File: config.mk
export PLATFORM = sky130hd
export DESIGN_NAME = mdu_sequencer
export DESIGN_NICKNAME = d
export VERILOG_FILES = /design/src/rtl/mdu_sequencer.sv
export SDC_FILE = /design/constraint.sdc
export NUM_CORES = 2
export LEC_CHECK = 0
export ABC_AREA = 0
export BUFFER_PORTS_ARGS = -buffer_cell sky130_fd_sc_hd__clkbuf_2
export CAP_MARGIN = 40
export CORE_MARGIN = 3
export CORE_UTILIZATION = 35
export CTS_CLUSTER_SIZE = 25
export DETAILED_ROUTE_END_ITERATION = 6
export PLACE_DENSITY = 0.51
export RECOVER_POWER = 25
export SKIP_CTS_REPAIR_TIMING = 1
export SYNTH_ARGS = -nofsm -noshare
export SYNTH_HDL_FRONTEND = slang
export SYNTH_SLANG_ARGS = --single-unit
File: constraint.sdc
create_clock -name clk_i -period 8.5 [get_ports clk_i]
set_input_delay 0.85 -clock clk_i [delete_from_list [all_inputs] [get_ports clk_i]]
set_output_delay 0.85 -clock clk_i [all_outputs]
set_load 0.005 [all_outputs]
File: src/rtl/mdu_sequencer.sv
// RV32M multiply/divide sequencer: fixed-latency multiply, 32-step restoring divide.
// Holds the EX stall while busy and presents a registered result in DONE.
module mdu_sequencer #(
  parameter int MUL_LAT = 3
) (
  input  logic        clk_i,
  input  logic        rst_i,
  input  logic        start_i,
  input  logic [2:0]  mdu_op_i,
  input  logic [31:0] op1_i,
  input  logic [31:0] op2_i,
  input  logic        freeze_i,
  input  logic        flush_i,
  output logic [31:0] result_o,
  output logic        done_o,
  output logic        mul_stall_o,
  output logic        div_stall_o
);

  typedef enum logic [2:0] {
    S_IDLE,
    S_MUL_BUSY,
    S_DIV_BUSY,
    S_DIV_FIX,
    S_DONE
  } state_t;

  state_t      r_state;
  state_t      w_next;
  logic [5:0]  r_cnt;
  logic [1:0]  r_op;
  logic [31:0] r_a;
  logic [31:0] r_b;
  logic [31:0] r_rem;
  logic [31:0] r_result;
  logic        r_neg_q;
  logic        r_neg_r;
  logic        w_mul_stall;
  logic        w_div_stall;

  logic        w_is_div;
  logic        w_div_zero;
  logic        w_div_ovf;
  logic        w_op1_neg;
  logic        w_op2_neg;
  logic [31:0] w_abs1;
  logic [31:0] w_abs2;
  logic        w_mul_sa;
  logic        w_mul_sb;
  logic [63:0] w_ma;
  logic [63:0] w_mb;
  logic [63:0] w_prod;
  logic [32:0] w_shift;
  logic [32:0] w_sub;
  logic        w_mul_last;
  logic        w_div_last;

  assign w_is_div   = mdu_op_i[2];
  assign w_div_zero = (op2_i == 32'd0);
  assign w_div_ovf  = !mdu_op_i[0] && (op1_i == 32'h8000_0000) && (op2_i == 32'hFFFF_FFFF);
  // Signed divide ops (DIV, REM) have funct3[0] clear.
  assign w_op1_neg  = !mdu_op_i[0] && op1_i[31];
  assign w_op2_neg  = !mdu_op_i[0] && op2_i[31];
  assign w_abs1     = w_op1_neg ? -op1_i : op1_i;
  assign w_abs2     = w_op2_neg ? -op2_i : op2_i;

  // Sign-extend to 64 bits; the low 64 bits of the product are then exact for every signedness mix.
  assign w_mul_sa   = (r_op != 2'b11);
  assign w_mul_sb   = !r_op[1];
  assign w_ma       = {{32{w_mul_sa & r_a[31]}}, r_a};
  assign w_mb       = {{32{w_mul_sb & r_b[31]}}, r_b};
  assign w_prod     = w_ma * w_mb;

  // r_a shifts out dividend bits at the top and collects quotient bits at the bottom.
  assign w_shift    = {r_rem, r_a[31]};
  assign w_sub      = w_shift - {1'b0, r_b};
  assign w_mul_last = (r_cnt == 6'(MUL_LAT - 1));
  assign w_div_last = (r_cnt == 6'd31);

  always_ff @(posedge clk_i) begin
    if (rst_i) r_state <= S_IDLE;
    else       r_state <= w_next;
  end

  always_comb begin
    w_next      = r_state;
    w_mul_stall = 1'b0;
    w_div_stall = 1'b0;
    if (flush_i) begin
      w_next = S_IDLE;
    end else begin
      case (r_state)
        S_IDLE: begin
          if (start_i) begin
            if (w_is_div) begin
              w_div_stall = 1'b1;
              w_next      = (w_div_zero || w_div_ovf) ? S_DONE : S_DIV_BUSY;
            end else begin
              w_mul_stall = 1'b1;
              w_next      = S_MUL_BUSY;
            end
          end
        end
        S_MUL_BUSY: begin
          w_mul_stall = 1'b1;
          if (w_mul_last) w_next = S_DONE;
        end
        S_DIV_BUSY: begin
          w_div_stall = 1'b1;
          if (w_div_last) w_next = S_DIV_FIX;
        end
        S_DIV_FIX: begin
          w_div_stall = 1'b1;
          w_next      = S_DONE;
        end
        S_DONE: begin
          if (!freeze_i) w_next = S_IDLE;
        end
        default: w_next = S_IDLE;
      endcase
    end
  end

  always_ff @(posedge clk_i) begin
    if (rst_i) begin
      r_cnt    <= 6'd0;
      r_op     <= 2'd0;
      r_a      <= 32'd0;
      r_b      <= 32'd0;
      r_rem    <= 32'd0;
      r_result <= 32'd0;
      r_neg_q  <= 1'b0;
      r_neg_r  <= 1'b0;
    end else if (!flush_i) begin
      case (r_state)
        S_IDLE: begin
          if (start_i) begin
            r_op  <= mdu_op_i[1:0];
            r_cnt <= 6'd0;
            r_rem <= 32'd0;
            if (w_is_div) begin
              r_a     <= w_abs1;
              r_b     <= w_abs2;
              r_neg_q <= w_op1_neg ^ w_op2_neg;
              r_neg_r <= w_op1_neg;
              if (w_div_zero)     r_result <= mdu_op_i[1] ? op1_i : 32'hFFFF_FFFF;
              else if (w_div_ovf) r_result <= mdu_op_i[1] ? 32'd0 : 32'h8000_0000;
            end else begin
              r_a <= op1_i;
              r_b <= op2_i;
            end
          end
        end
        S_MUL_BUSY: begin
          r_cnt <= r_cnt + 6'd1;
          if (w_mul_last) r_result <= (r_op == 2'b00) ? w_prod[31:0] : w_prod[63:32];
        end
        S_DIV_BUSY: begin
          r_cnt <= r_cnt + 6'd1;
          r_a   <= {r_a[30:0], ~w_sub[32]};
          r_rem <= w_sub[32] ? w_shift[31:0] : w_sub[31:0];
        end
        S_DIV_FIX: begin
          r_cnt    <= 6'd0;
          r_result <= r_op[1] ? (r_neg_r ? -r_rem : r_rem) : (r_neg_q ? -r_a : r_a);
        end
        default: ;
      endcase
    end
  end

  assign result_o    = r_result;
  assign done_o      = (r_state == S_DONE);
  assign mul_stall_o = w_mul_stall;
  assign div_stall_o = w_div_stall;

endmodule

==> metrics.md <==
| Metric | Value |
|---|---|
| Top_reg_cell synth | dfxtp_1 |
| Area of the die | 145000 um^2 |
| Cells after Synth | 5779 |
| Max Cap Viol | 0 |
| Drt via density | 5.13 |
| Initial Util | 35.3% |
| Setup crit end kind | flip-flop |
| CP Max Fanout | 25 |
| Post-synthesis compound-gate area fraction | 9.31% |
| CP arrival | 8.65 ns |
| Total grt overflow | 0 |
| # nets final | 7225 |
| Top cell type's share of synthesized area | 45.7% |
| Largest area contributor in the netlist | fa_1 |
| Max-slew violations | 0 |
| Initial drt markers | 2811 |
| CP bufs+invs | 7 |
| Worst Max-Slew Pin Slew | 1.11 ns |
| Routed Antenna Nets | 0 |
| Worst EP required | 8.92 ns |
| Hold wc startpoint | result_o[16] |
| Logic pwr share | 72.3% |
| Most common cell on crit path | fa_1 |
| CTS tree | yes |
| Finish-stage setup viols | 0 |
| Simple-gate area share of the yosys netlist | 16.7% |
| Final period utilization | 96.9% |
| I/O Pins | 107 |
| Clock root buffer master | clkbuf_16 |
| Top cells by area, synth | fa_1 (46%), inv_1 (9.0%), nand2_1 (6.6%), ha_1 (6.4%), dfxtp_1 (5.7%) |
| Clk_lat worst skew | 0.52 ns |
| Post-Place Worst Slack | 0.192 ns |
| NetSw | 3.18 mW |
| Pwr/cell area | 112 nW/um^2 |
| #FFs+latches synth | 141 |
| Area delta synth->final | 8.64% |
| CP max stage cell | dfxtp_1 |
| Final hold violation count | 0 |
| RSZ-0062 raised after global routing | no |
| Int Power | 2.81 mW |
| Clock Path Buffers | 2 |
| Seq/Total Area, Yosys | 5.72% |
| Worst Setup SP | r_a[25] |
| Drt first pass iters | 6 |
| Startpoint Class | flip-flop |
| RR Startpoint | r_a[25] |
| XOR/XNOR share of the synthesized area | 3.71% |
| Wirelength per Cell | 22.0 um |
| DRC errors left | 0 |
| Synth Area in Adders | 52.1% |
| DR vias | 39300 |
| Initial antenna violation count | 16 |
| Main combinational cell family by area after synthesis | adder cells |
| Number of flops mapped to enable cells by yosys | 0 |
| Mapped Nets | 7229 |
| Reg clk slew, reported paths | 0.07 ns |
| Maximum vdd drop | 0.000174 V |
| Clk sinks | 141 |
| FP Rows | 137 |
| Share of layout cells above drive strength 1 | 7.20% |
| Final worst slack | 0.266 ns |
| First-pass GRT wire length | 262 mm |
| Largest net degree at the start of global routing | 64 |
| Commonest cells in the netlist | inv_1 (1178), fa_1 (1126), nand2_1 (872), and2_1 (329), nor2_1 (315) |
| FILL cells | 14400 |
| Crit-path leading delay family | adder cells |
| Relative slew slack | 25.2% |
| Clk_skew | 0.0264 ns |
| Final wirelength | 169 mm |
| Leakage power | 25.4 nW |
| Clock share of power | 15.0% |
| GP Congestion | 1.01 |
| PortBufs | 106 |
| Final min period | 8.23 ns |
| Die height | 381 um |
| Min Hold Slack | 0.498 ns |
| CTS HTree Levels | 4 |
| Die width | 381 um |
| Total track usage | 23.7% |
| CP Class | flip-flop to flip-flop |
| Worst path max stage delay | 0.68 ns |
| Fmax | 0.121 GHz |
| Reg power frac | 12.7% |
| CTS buffer count | 17 |
| Cell variety after synth | 87 |
| Avg Cell Area, Syn | 8.53 um^2 |
| Synthesized area | 49300 um^2 |
| FFs w/ async S/R, synth | 0% |
| Hold crit path type | flip-flop to flip-flop |
| Switching part of the total power | 53.1% |
| Fin Setup TNS | 0 ns |
| Core Region | 140000 um^2 |
| Final core utilization | 38.3% |
| Post-synthesis mux area share | 0.680% |
| Ys Warns | 0 |
| Vias in the first global route | 41200 |
| Status | finished, final reports clean |
| Dpl hpwl | 146 mm |
| Most common cell in the synthesized netlist | inv_1 |
## area by class of cell
| type | instances | area [um^2] | share of cell area [%] |
|---|---|---|---|
| clock buffer | 19 | 443 | 0.827 |
| timing repair buffer | 331 | 2540 | 4.73 |
| antenna | 5 | 12.5 | 0.0234 |
| multi-input combinational | 4105 | 40800 | 76.1 |
| inverter | 1179 | 4430 | 8.26 |
| tap | 1876 | 2350 | 4.38 |
| sequential | 141 | 2850 | 5.31 |
| clock inverter | 13 | 201 | 0.376 |
## kinds of logic (layout without fill, tap and decap cells)
logic type,count (synthesis),after routing
other cells,0,5
flops,141,141
mux,33,33
fa+ha+maj,1378,1378
xor+xnor,209,209
compound gates,698,698
buf+inv,1533,1542
simple gates,1787,1787
## power groups by stage
stage	Combinational [mW]	Clock [mW]	Sequential [mW]
after floorplan	2.77	0	0.711
after global placement	4.27	0	0.773
after detailed placement	4.28	0	0.773
after CTS	4.33	0.914	0.758
after global routing	4.81	0.929	0.762
final	4.34	0.900	0.760
## placed cells by master (no fill, tap or decap), drive strengths merged, types with 53 or more instances in the layout
| cell type | instances |
|---|---|
| and2 | 329 |
| xnor2 | 117 |
| buf | 226 |
| fa | 1126 |
| inv | 1183 |
| a21o | 53 |
| xor2 | 92 |
| nor2 | 315 |
| nand2 | 872 |
| dfxtp | 141 |
| clkbuf | 124 |
| a21oi | 176 |
| o21ai | 162 |
| a211oi | 82 |
| ha | 252 |
## tightest hold or removal path: cells and delay by family, from the launching register on
family,cells,cell delay (ns)
DFF,1,0.31
and+or+nand+nor,2,0.14
## state kept, by name, indices dropped and copies added, names as in the netlist
signal,cells
r_a,32
result_o,32
r_neg_q,1
r_cnt,6
r_op,2
r_b,32
r_state,3
r_rem,32
r_neg_r,1
## worst paths after layout
path | depth (start not counted) | end | slack (ns)
worst max-delay path | 27 | result_o[27] | 0.27
worst min-delay path | 2 | result_o[16] | 0.50
worst max register to register | 27 | result_o[27] | 0.27
worst min register to register | 2 | result_o[16] | 0.50
## stage by stage
step	std cells	instance area, um^2	power, mW
2_1_floorplan	5779	49300	3.48
3_5_place_dp	7631	52900	5.05
4_1_cts	7663	53500	6.00
6_report	7669	53600	6.00
3_3_place_gp	7626	52800	5.04
5_1_grt	7665	53600	6.50
## layer usage
| metal | wire [um] | track usage [%] | part of all wire, % | vias to the layer above |
|---|---|---|---|---|
| li1 | - | - | - | 17500 |
| met1 | 75500 | 33.4 | 45 | 20400 |
| met2 | 72700 | 35.7 | 43 | 1223 |
| met3 | 15300 | 6.52 | 9.1 | 191 |
| met4 | 5140 | 6.57 | 3.0 | 12 |
| met5 | 82 | 0 | 0.049 | - |
No activity file was read; power rests on OpenSTA's default activity.
